### config.mk
export PLATFORM = sky130hd
export DESIGN_NAME = cla_nibble_seq_adder
export DESIGN_NICKNAME = d
export VERILOG_FILES = /design/src/rtl/cla_seq_pkg.sv /design/src/rtl/cla_4b.sv /design/src/rtl/cla_nibble_seq_adder.sv
export SDC_FILE = /design/constraint.sdc
export NUM_CORES = 1
export LEC_CHECK = 0
export ABC_AREA = 1
export CORE_MARGIN = 2
export CORE_UTILIZATION = 35
export CTS_CLUSTER_SIZE = 25
export DETAILED_ROUTE_END_ITERATION = 7
export MAX_ROUTING_LAYER = met4
export PLACE_DENSITY = 0.54
export SYNTH_ARGS = -nofsm -noshare
export SYNTH_HDL_FRONTEND = slang
export SYNTH_HIERARCHICAL = 1
export SYNTH_SLANG_ARGS = --single-unit
### constraint.sdc
create_clock -name clk -period 2.95 [get_ports clk]
set_clock_uncertainty 0.15 [all_clocks]
set_input_delay 0.59 -clock clk [delete_from_list [all_inputs] [get_ports clk]]
set_output_delay 0.59 -clock clk [all_outputs]
set_load 0.1 [all_outputs]
### src/rtl/cla_seq_pkg.sv
`default_nettype none
// ============================================================================
// Module   : cla_seq_pkg
// Brief    : Shared types and constants for the nibble-serial CLA adder.
// Revision : 1.0
// ============================================================================
package cla_seq_pkg;

    localparam int NIBBLE_W = 4;

    typedef enum logic [1:0] {
        IDLE = 2'd0,
        ADD  = 2'd1,
        DONE = 2'd2
    } cla_seq_state_t;

endpackage : cla_seq_pkg
`default_nettype wire

### src/rtl/cla_4b.sv
`default_nettype none
// ============================================================================
// Module   : cla_4b
// Brief    : 4-bit carry-lookahead adder, fully combinational.
// Revision : 1.0
// ============================================================================
module cla_4b (
    input  logic [3:0] a,
    input  logic [3:0] b,
    input  logic       c_in,
    output logic [3:0] s,
    output logic       c_out
);

    logic [3:0] w_g;
    logic [3:0] w_p;
    logic [4:0] w_c;

    assign w_g = a & b;
    assign w_p = a ^ b;

    // Each carry is expanded in terms of c_in so no carry ripples.
    assign w_c[0] = c_in;
    assign w_c[1] = w_g[0] | (w_p[0] & c_in);
    assign w_c[2] = w_g[1] | (w_p[1] & w_g[0]) | (w_p[1] & w_p[0] & c_in);
    assign w_c[3] = w_g[2] | (w_p[2] & w_g[1]) | (w_p[2] & w_p[1] & w_g[0])
                  | (w_p[2] & w_p[1] & w_p[0] & c_in);
    assign w_c[4] = w_g[3] | (w_p[3] & w_g[2]) | (w_p[3] & w_p[2] & w_g[1])
                  | (w_p[3] & w_p[2] & w_p[1] & w_g[0])
                  | (w_p[3] & w_p[2] & w_p[1] & w_p[0] & c_in);

    assign s     = w_p ^ w_c[3:0];
    assign c_out = w_c[4];

endmodule : cla_4b
`default_nettype wire

### src/rtl/cla_nibble_seq_adder.sv
`default_nettype none
// ============================================================================
// Module   : cla_nibble_seq_adder
// Brief    : WIDTH-bit adder built from one shared cla_4b, one nibble per clock,
//            LSB first, with valid/ready handshakes on both sides.
// Revision : 1.0
// ============================================================================
module cla_nibble_seq_adder
    import cla_seq_pkg::*;
#(
    parameter int WIDTH = 16
) (
    input  logic             clk,
    input  logic             rst_n,
    input  logic             in_valid,
    output logic             in_ready,
    input  logic [WIDTH-1:0] a,
    input  logic [WIDTH-1:0] b,
    input  logic             c_in,
    output logic             out_valid,
    input  logic             out_ready,
    output logic [WIDTH-1:0] sum,
    output logic             c_out
);

    localparam int NIB   = WIDTH / NIBBLE_W;
    localparam int IDX_W = (NIB > 1) ? $clog2(NIB) : 1;
    localparam logic [IDX_W-1:0] LAST_IDX = IDX_W'(NIB - 1);

    generate
        if ((WIDTH < NIBBLE_W) || ((WIDTH % NIBBLE_W) != 0)) begin : g_bad_width
            $error("cla_nibble_seq_adder: WIDTH must be a multiple of 4 and >= 4");
        end
    endgenerate

    cla_seq_state_t r_state;
    cla_seq_state_t w_state_nxt;

    logic             r_alive;
    logic [WIDTH-1:0] r_a;
    logic [WIDTH-1:0] r_b;
    logic [WIDTH-1:0] r_sum;
    logic             r_carry;
    logic             r_c_out;
    logic [IDX_W-1:0] r_nib_idx;

    logic [NIBBLE_W-1:0] w_nib_a;
    logic [NIBBLE_W-1:0] w_nib_b;
    logic [NIBBLE_W-1:0] w_nib_s;
    logic                w_nib_c;
    logic                w_accept;
    logic                w_last;

    assign w_nib_a = r_a[NIBBLE_W*r_nib_idx +: NIBBLE_W];
    assign w_nib_b = r_b[NIBBLE_W*r_nib_idx +: NIBBLE_W];
    assign w_last  = (r_nib_idx == LAST_IDX);

    cla_4b u_cla_4b (
        .a     (w_nib_a),
        .b     (w_nib_b),
        .c_in  (r_carry),
        .s     (w_nib_s),
        .c_out (w_nib_c)
    );

    always_ff @(posedge clk or negedge rst_n) begin
        if (!rst_n) begin
            r_state <= IDLE;
        end else begin
            r_state <= w_state_nxt;
        end
    end

    // in_ready/out_valid depend only on registered state, never on in_valid/out_ready.
    always_comb begin
        w_state_nxt = r_state;
        in_ready    = 1'b0;
        out_valid   = 1'b0;
        w_accept    = 1'b0;
        case (r_state)
            IDLE: begin
                in_ready = r_alive;
                if (in_valid && r_alive) begin
                    w_accept    = 1'b1;
                    w_state_nxt = ADD;
                end
            end
            ADD: begin
                if (w_last) begin
                    w_state_nxt = DONE;
                end
            end
            DONE: begin
                out_valid = 1'b1;
                if (out_ready) begin
                    w_state_nxt = IDLE;
                end
            end
            default: begin
                w_state_nxt = IDLE;
            end
        endcase
    end

    // r_alive keeps in_ready low until the first edge after reset release.
    always_ff @(posedge clk or negedge rst_n) begin
        if (!rst_n) begin
            r_alive   <= 1'b0;
            r_a       <= '0;
            r_b       <= '0;
            r_sum     <= '0;
            r_carry   <= 1'b0;
            r_c_out   <= 1'b0;
            r_nib_idx <= '0;
        end else begin
            r_alive <= 1'b1;
            if (w_accept) begin
                r_a       <= a;
                r_b       <= b;
                r_carry   <= c_in;
                r_nib_idx <= '0;
            end
            if (r_state == ADD) begin
                r_sum[NIBBLE_W*r_nib_idx +: NIBBLE_W] <= w_nib_s;
                r_carry                               <= w_nib_c;
                if (w_last) begin
                    r_nib_idx <= '0;
                    r_c_out   <= w_nib_c;
                end else begin
                    r_nib_idx <= r_nib_idx + 1'b1;
                end
            end
        end
    end

    assign sum   = r_sum;
    assign c_out = r_c_out;

endmodule : cla_nibble_seq_adder
`default_nettype wire
# After elaboration in Yosys (flattened, before gate mapping)
# Cells that the tools add are included.
# W data, S select, Z words.
[word_totals]
regBits = 55
inputBits = 37
wordCells = 68
[op_classes]
add_sub_neg = 2
eq_ne = 6
shifts = 4
n_mux = 14
bitwise = 29
reduce_logical = 5
[ops]
columns = ["op", "count"]
rows = [
  ["$neg A4 Y34", 1],
  ["$shift A4 B34 Y16 const A", 1],
  ["$shiftx A4 B34 Y16", 1],
  ["$shiftx A16 B5 Y4", 2],
  ["$and A1 B1 Y1", 16],
  ["$bwmux W16", 1],
  ["$mux W2", 6],
  ["$or A1 B1 Y1", 10],
  ["$xor A4 B4 Y4", 2],
  ["$mux W1", 6],
  ["$ne A2 B2 Y1 const B", 3],
  ["$pmux W2 S3", 1],
  ["$and A4 B4 Y4", 1],
  ["$eq A2 B2 Y1 const B", 2],
  ["$reduce_and A3 Y1", 1],
  ["$add A2 B1 Y2 const B", 1],
  ["$eq A2 B1 Y1 const B", 1],
  ["$logic_not A2 Y1", 1],
  ["$reduce_and A2 Y1", 1],
  ["$reduce_bool A2 Y1", 1],
  ["$logic_and A1 B1 Y1", 1],
]

# Logic depth before layout (Yosys ltp)
# Gate-level depths: netlist (run 1).
[logic_depth]
ltp_word = 9
mapped_depth = 17
depth_no_buf = 16

# Modules after synthesis
# Netlist (run 1), hierarchy kept.
[by_module_without_submodules]
columns = ["mod", "instances", "cells_each", "area_each_um2"]
rows = [
  ["cla_nibble_seq_adder", 1, 338, 2758.9],
  ["cla_4b", 1, 31, 188.9],
]

# Least setup slack after synthesis (run 1)
# OpenSTA, ideal clock, no wires.
[synth_path]
path_type = "register -> output"
from = "register r_state[0]"
to = "output port in_ready"
arrival_time_ns = 2.750
t_required_ns = 2.210
path_slack_ns = -0.540
stages_incl_launch_ff = 3
path_buffers = 1
cell_sequence = "dfrtp_1 > buf_6 > nor3b_1"
[synth_between]
elab_chain_len = 2
[synth_lines]
columns = ["element", "line", "source"]
rows = [
  ["start, declared", "cla_nibble_seq_adder.sv:36", "cla_seq_state_t r_state;"],
  ["start signal, assigned", "cla_nibble_seq_adder.sv:70", "r_state <= w_state_nxt;"],
  ["$logic_not A2 Y1", "cla_nibble_seq_adder.sv:80", "case (r_state)"],
  ["$mux W1", "cla_nibble_seq_adder.sv:80", ""],
  ["end, declared", "cla_nibble_seq_adder.sv:16", "output logic in_ready,"],
]
# Every way passes these cells.

# Final worst setup path (run 1)
[layout_path]
from = "register r_nib_idx[0]"
to = "register r_sum[7] (netlist: sum[7])"
[layout_between]
elab_chain_len = 9
[layout_lines]
columns = ["element", "line", "source"]
rows = [
  ["start, declared", "cla_nibble_seq_adder.sv:45", "logic [IDX_W-1:0] r_nib_idx;"],
  ["start signal, assigned", "cla_nibble_seq_adder.sv:130", "r_nib_idx <= r_nib_idx + 1'b1;"],
  ["$shiftx A16 B5 Y4 *", "cla_nibble_seq_adder.sv:55", "assign w_nib_b = r_b[NIBBLE_W*r_nib_idx +: NIBBLE_W];"],
  ["named net w_nib_b[2]", "cla_nibble_seq_adder.sv:48", "logic [NIBBLE_W-1:0] w_nib_b;"],
  ["$xor A4 B4 Y4", "cla_4b.sv:20", "assign w_p = a ^ b;"],
  ["$and A1 B1 Y1, on equally long branches", "cla_4b.sv:26, cla_4b.sv:27", ""],
  ["$or A1 B1 Y1 (tied with other cells)", "cla_4b.sv:26", "assign w_c[3] = w_g[2] | (w_p[2] & w_g[1]) | (w_p[2] & w_p[1] & w_g[0])"],
  ["$or A1 B1 Y1 or $and A1 B1 Y1 (tied branches)", "cla_4b.sv:26, cla_4b.sv:27", ""],
  ["$or A1 B1 Y1 *", "cla_4b.sv:27", "| (w_p[2] & w_p[1] & w_p[0] & c_in);"],
  ["$xor A4 B4 Y4 *", "cla_4b.sv:32", "assign s = w_p ^ w_c[3:0];"],
  ["named net w_nib_s[3]", "cla_nibble_seq_adder.sv:49", "logic [NIBBLE_W-1:0] w_nib_s;"],
  ["$shiftx A4 B34 Y16 *", "cla_nibble_seq_adder.sv:124", "r_sum[NIBBLE_W*r_nib_idx +: NIBBLE_W] <= w_nib_s;"],
  ["$bwmux W16 *", "cla_nibble_seq_adder.sv:124", ""],
  ["end signal, assigned by index", "cla_nibble_seq_adder.sv:124", ""],
  ["end, declared", "cla_nibble_seq_adder.sv:42", "logic [WIDTH-1:0] r_sum;"],
]
# The timed path passes the listed nets; every way through them passes the cells marked *.
# A chain may end at the register's enable or synchronous reset.

==> flow_summary_export.csv, run 1 <==
group,metric,value,unit
status,outcome,"completed",
critical_path,worst-path-buf-inv,3,
clock_tree,ctsRootBufferMaster,"clkbuf_8",
timing,hold_violations,0,
global_routing,overflow,0,
drt,vias,2432,
timing,max_freq,415,MHz
synthesis,avgSynthCellArea,7.99,um^2
synthesis,synth.distinct_cells,31,
timing,setup_tns,0,ps
die,row_count,33,
clock_tree,clockBufferDepth,2,
critical_path,cpPeakStageDelay,390,ps
clock_tree,clock_latency,310,ps
critical_path,path_common_cell,"nand2_1",
die,pin_count,56,
drt,drc,0,
clock_tree,clock-sinks,55,
timing,fin_ws,539,ps
clock_tree,htreeDepth,2,
drt,viasPerCell,4.63,
synthesis,syn-num-nets,417,
synthesis,synth_ff_type,"dfrtp_1",
timing,worst_pin_slew,745,ps
clock_tree,cts_resized,0,
critical_path,crit_family,"simple AND/OR/NAND/NOR gates",
global_routing,grt_first_pass_wirelength,10600,um
synthesis,synth_top_cell_by_area,"dfrtp_1",
hold_path,min_path_type,"input pin to async pin",
die,fp.dieH,95.8,um
drt,ant_nets,0,
synthesis,ys_ff_latch,55,
global_routing,antenna_found_initial,0,
drt,wl,6260,um
timing,finalSetupViolCount,0,
flow_run,drv_cap,0,
die,fp.dieW,95.8,um
cells_and_area,drive_gt1_share,11.9,%
critical_path,cp.required,3050,ps
critical_path,crit_path_max_fanout,21,
global_routing,track_usage,15.3,%
synthesis,yosys.cell_count.top_type,"nand2_1",
synthesis,synth-edff-count,0,
critical_path,end_kind,"flop",
clock_tree,clkTransAtPathRegs,100,ps
critical_path,crit_type,"flop to flop",
cells_and_area,finish.utilization,44.2,%
cells_and_area,area_growth,22.7,%
clock_tree,cts_tree,"built",
synthesis,yosysWarningCount,6,
critical_path,worst_setup_path_start_kind,"flop",
placement,io_buffers,55,
drt,dr.pass1.iters,4,
critical_path,arrival,2510,ps
timing,rsz0062_at_grt,"no",
synthesis,syn-cell-area,2950,um^2
synthesis,synth_area_leaders,"dfrtp_1 47%, nand2_1 18%, nand3_1 7.8%",
placement,dp_slack,529,ps
synthesis,synth_cells,369,
cells_and_area,nets,468,
die,dieArea,9170,um^2
clock_tree,hold_buffers,0,
global_routing,grt_pass1_vias,2270,
synthesis,synth_top_area_share,46.7,%
timing,maxSlewViolCount,0,
clock_tree,postCtsSetupBuffers,0,
critical_path,cp_slowest_cell,"dfrtp_1",
placement,dp_hpwl,4670,um
timing,post-route-period-util,81.7,%
die,initial_utilization,36.1,%
cells_and_area,antenna_cells,0,
placement,gp_congestion,0.820,
critical_path,rrSetupSlack,540,ps
die,coreArea,8180,um^2
synthesis,synthArstFlopShare,100,%
global_routing,grt_max_degree,37,
timing,finalCriticalPeriod,2410,ps
timing,max_slew_margin,50.4,%
synthesis,seq_area_frac_synth,46.7,%
drt,drtIter0Drc,119,
cells_and_area,fill_cells,854,
synthesis,synth_common_cells,"145 x nand2_1, 55 x dfrtp_1, 46 x nand3_1, 25 x inv_1, 24 x nor2_1",
clock_tree,numCtsBuffers,5,
drt,wire_per_inst,11.9,um
critical_path,path_cells,"inv_1 -> buf_4 -> nand2_1 -> o211ai_1 -> nand2_1 -> ha_1 -> or2_0 -> nand2_1 -> nand3_1 -> nand2_1 -> inv_1 -> nor3_1 -> nand2_1 -> nand2_1",
-- metal layers --
metal | GRT usage (%) | vias up | routed length [um]
met2 | 23.7 | 43 | 2870
met5 | - | - | 0
met1 | 20.7 | 1120 | 3100
met4 | 3.57 | 0 | 48
li1 | - | 1263 | -
met3 | 3.21 | 6 | 246
-- worst register-to-register path, cell delays in order, from the launching register on --
cell and delay (ps):
dfrtp_1 390, inv_1 70, buf_4 240, nand2_1 80
o211ai_1 80, nand2_1 90, ha_1 350, or2_0 220
nand2_1 80, nand3_1 60, nand2_1 100, inv_1 60
nor3_1 220, nand2_1 100, nand2_1 70
-- placed cells by master, fill, tap and decap left out, types with 8 or more instances in the layout --
cell type          n
nand2_1          145
dfrtp_1           55
nand3_1           46
clkdlybuf4s50_1   35
inv_1             25
nor2_1            24
buf_4             24
ha_1              10
o21ai_0            9
o211ai_1           8
-- stage by stage --
step | cells | instance area (um^2) | hold WS, ps
6_report | 525 | 3620 | 140
5_1_grt | 525 | 3620 | 189
4_1_cts | 525 | 3620 | 165
3_5_place_dp | 518 | 3530 | 309
3_3_place_gp | 518 | 3530 | 304
2_1_floorplan | 369 | 2950 | 144
-- path summary, 6_finish.rpt --
kind                              start  endpoint  cells past startpoint
max                        r_nib_idx[0]    sum[7]                     14
min                               rst_n    sum[4]                      1
max reg2reg                r_nib_idx[0]    sum[7]                     14
min reg2reg                      r_b[2]    r_b[2]                      2
max in group asynchronous         rst_n    r_a[0]                      2
min in group clk                 r_b[2]    r_b[2]                      2
-- logic make-up (layout without fill, tap and decap cells) --
kind of cell / Yosys count / after routing / share of synthesized area, %
AOI/OAI and AO/OA: 20 / 20 / 4.16
xor gates and xnor gates: 1 / 1 / 0.297
adders and majority gates: 11 / 11 / 4.92
buffers and inverters: 46 / 97 / 7.64
DFF: 55 / 55 / 46.7
other: 1 / 1 / 0.127
and+or+nand+nor: 235 / 235 / 36.2
-- cell type report --
cell class | count | area [um^2] | share of cell area, %
Tap cell | 105 | 131 | 3.63
Sequential cell | 55 | 1380 | 38.0
Clock inverter | 1 | 5.00 | 0.138
Clock buffer | 6 | 82.6 | 2.28
Multi-Input combinational cell | 268 | 1350 | 37.4
Inverter | 29 | 115 | 3.18
Timing Repair Buffer | 61 | 556 | 15.4
-- registers in the layout, summed over array words and instances, names as in the netlist --
name	count
r_a	16
r_b	16
sum	16
r_nib_idx	2
r_state	2
c_out	1
r_alive	1
r_carry	1
Power of run 1 is left out: the tool's default activity adds up to more than one toggle a clock period on the data nets, which glitch-free logic cannot reach.
==> run 2: changes to the inputs <==
Settings changed: PLACE_DENSITY 0.54 to 0.57.
Clock period 2.95 ns to 2 ns, I/O delays scaled along.
==> flow_summary_export.csv, run 2 (same netlist as run 1, synthesis figures left out) <==
group,metric,value,unit
status,outcome,"complete, but fails checks",
status,violations,"negative setup slack",
global_routing,use_met3,3.21,%
hold_path,min_path_type,"flop to flop",
cells_and_area,final_area,4200,um^2
global_routing,grt_max_degree,56,
critical_path,arrival,2310,ps
critical_path,crit_family,"simple AND/OR/NAND/NOR gates",
drt,drtIter0Drc,104,
global_routing,grt_busiest_layer,"met2",
clock_tree,ctsRootBufferMaster,"clkbuf_8",
drt,wl,6610,um
placement,io_buffers,55,
critical_path,crit_path_max_fanout,6,
cells_and_area,final_cell_mix,"136 x nand2_1, 54 x dfrtp_1, 45 x nand3_1",
timing,setup_tns,-2070,ps
critical_path,cpPeakStageDelay,500,ps
critical_path,worst_setup_path_start_kind,"flop",
global_routing,track_usage,16.2,%
global_routing,grt_first_pass_wirelength,11200,um
timing,post-route-period-util,110,%
critical_path,end_kind,"flop",
clock_tree,clockBufferDepth,2,
timing,fin_ws,-206,ps
die,fp.dieH,95.8,um
drt,dr.pass1.iters,4,
die,dieArea,9170,um^2
cells_and_area,nets,483,
clock_tree,clock_latency,310,ps
cells_and_area,area_growth,42.6,%
clock_tree,numCtsBuffers,5,
hold_path,hold_depth,2,
timing,max_freq,453,MHz
critical_path,ff2ff_path_depth,13,
critical_path,crit_type,"flop to flop",
timing,finalSetupViolCount,16,
placement,dp_hpwl,4650,um
clock_tree,htreeDepth,2,
cells_and_area,drive_gt1_share,23.4,%
drt,ant_nets,0,
clock_tree,clock-sinks,55,
global_routing,use_met2,25.6,%
timing,maxSlewViolCount,0,
critical_path,worst-path-buf-inv,3,
die,coreArea,8180,um^2
cells_and_area,final_common_cell,"nand2_1",
drt,viasPerCell,4.70,
cells_and_area,fill_cells,769,
critical_path,crit_cells,13,
die,fp.dieW,95.8,um
global_routing,use_met1,21.4,%
global_routing,overflow,0,
critical_path,path_common_cell,"nand2_1",
critical_path,path_cells,"buf_8 -> buf_6 -> o21ai_2 -> nand2_2 -> ha_4 -> nand4_1 -> nand2_1 -> nand2_1 -> nand2_2 -> inv_2 -> nor3_4 -> nand2_1 -> nand2_1",
die,pin_count,56,
clock_tree,cts_tree,"built",
die,row_count,33,
timing,hold_violations,0,
timing,rsz0062_at_grt,"yes",
global_routing,grt_pass1_vias,2393,
critical_path,cp.required,2100,ps
flow_run,drv_cap,0,
drt,vias,2540,
drt,drc,0,
die,initial_utilization,36.1,%
placement,place_area,3890,um^2
placement,gp_congestion,0.813,
drt,wire_per_inst,12.2,um
critical_path,cp_slowest_cell,"dfrtp_2",
cells_and_area,antenna_cells,0,
clock_tree,clkTransAtPathRegs,100,ps
timing,finalCriticalPeriod,2210,ps
global_routing,antenna_found_initial,0,
[run 2: changes by cell type in the layout (fill, tap and decap cells not counted), sizes merged]
cell	change
buf	+12
bufinv	+1
clkinv	+1
dlygate4sd3	+1
inv	+1
[run 2: final timing paths]
check | from | end | slack, ps
setup / recovery | r_nib_idx[0] | sum[7] | -210
hold / removal | r_a[8] | r_a[8] | 330
setup reg to reg | r_nib_idx[0] | sum[7] | -210
hold reg to reg | r_a[8] | r_a[8] | 330
max in group asynchronous | rst_n | r_nib_idx[0] | 980
min in group asynchronous | rst_n | sum[4] | 480
[run 2: layer usage]
| metal | part of all wire (%) | wire [um] |
|---|---|---|
| met2 | 48 | 3190 |
| met4 | 1.5 | 101 |
| met1 | 47 | 3110 |
| met5 | 0 | 0 |
| met3 | 3.0 | 200 |
[run 2: stage by stage]
stage	util [%]	std cells	hold slack [ps]	setup WS [ps]
after floorplan	-	369	-45.6	-310
after global placement	47.6	524	274	-251
after detailed placement	47.6	524	271	-287
after CTS	50.9	541	335	-197
after global routing	51.4	541	352	-319
final	51.4	541	330	-206
[run 2: final cells by class]
| class | count | area, um^2 | share of cell area [%] |
|---|---|---|---|
| Inverter | 29 | 120 | 2.86 |
| Multi-Input combinational cell | 268 | 1510 | 35.9 |
| Clock inverter | 2 | 35.0 | 0.833 |
| Tap cell | 105 | 131 | 3.13 |
| Clock buffer | 6 | 82.6 | 1.96 |
| Timing Repair inverter | 2 | 15.0 | 0.357 |
| Timing Repair Buffer | 74 | 933 | 22.2 |
| Sequential cell | 55 | 1380 | 32.8 |
[run 2: what timing repair did]
action | in CTS | in global routing
gates resized for setup | 34 | 13
hold endpoints to repair | 55 | 0
cloned | 2 | 0
endpoints found under the setup margin | 17 | 19
pin swaps | 22 | 11
setup buffers | 6 | 0
hold buffers | 1 | 0
[run 2: tightest hold or removal path, stage by stage (launching register included)]
cell     delay (ps)
dfrtp_1         360
nand2_1          50
nand2_1          50
Power of run 2 is left out for the same reason.
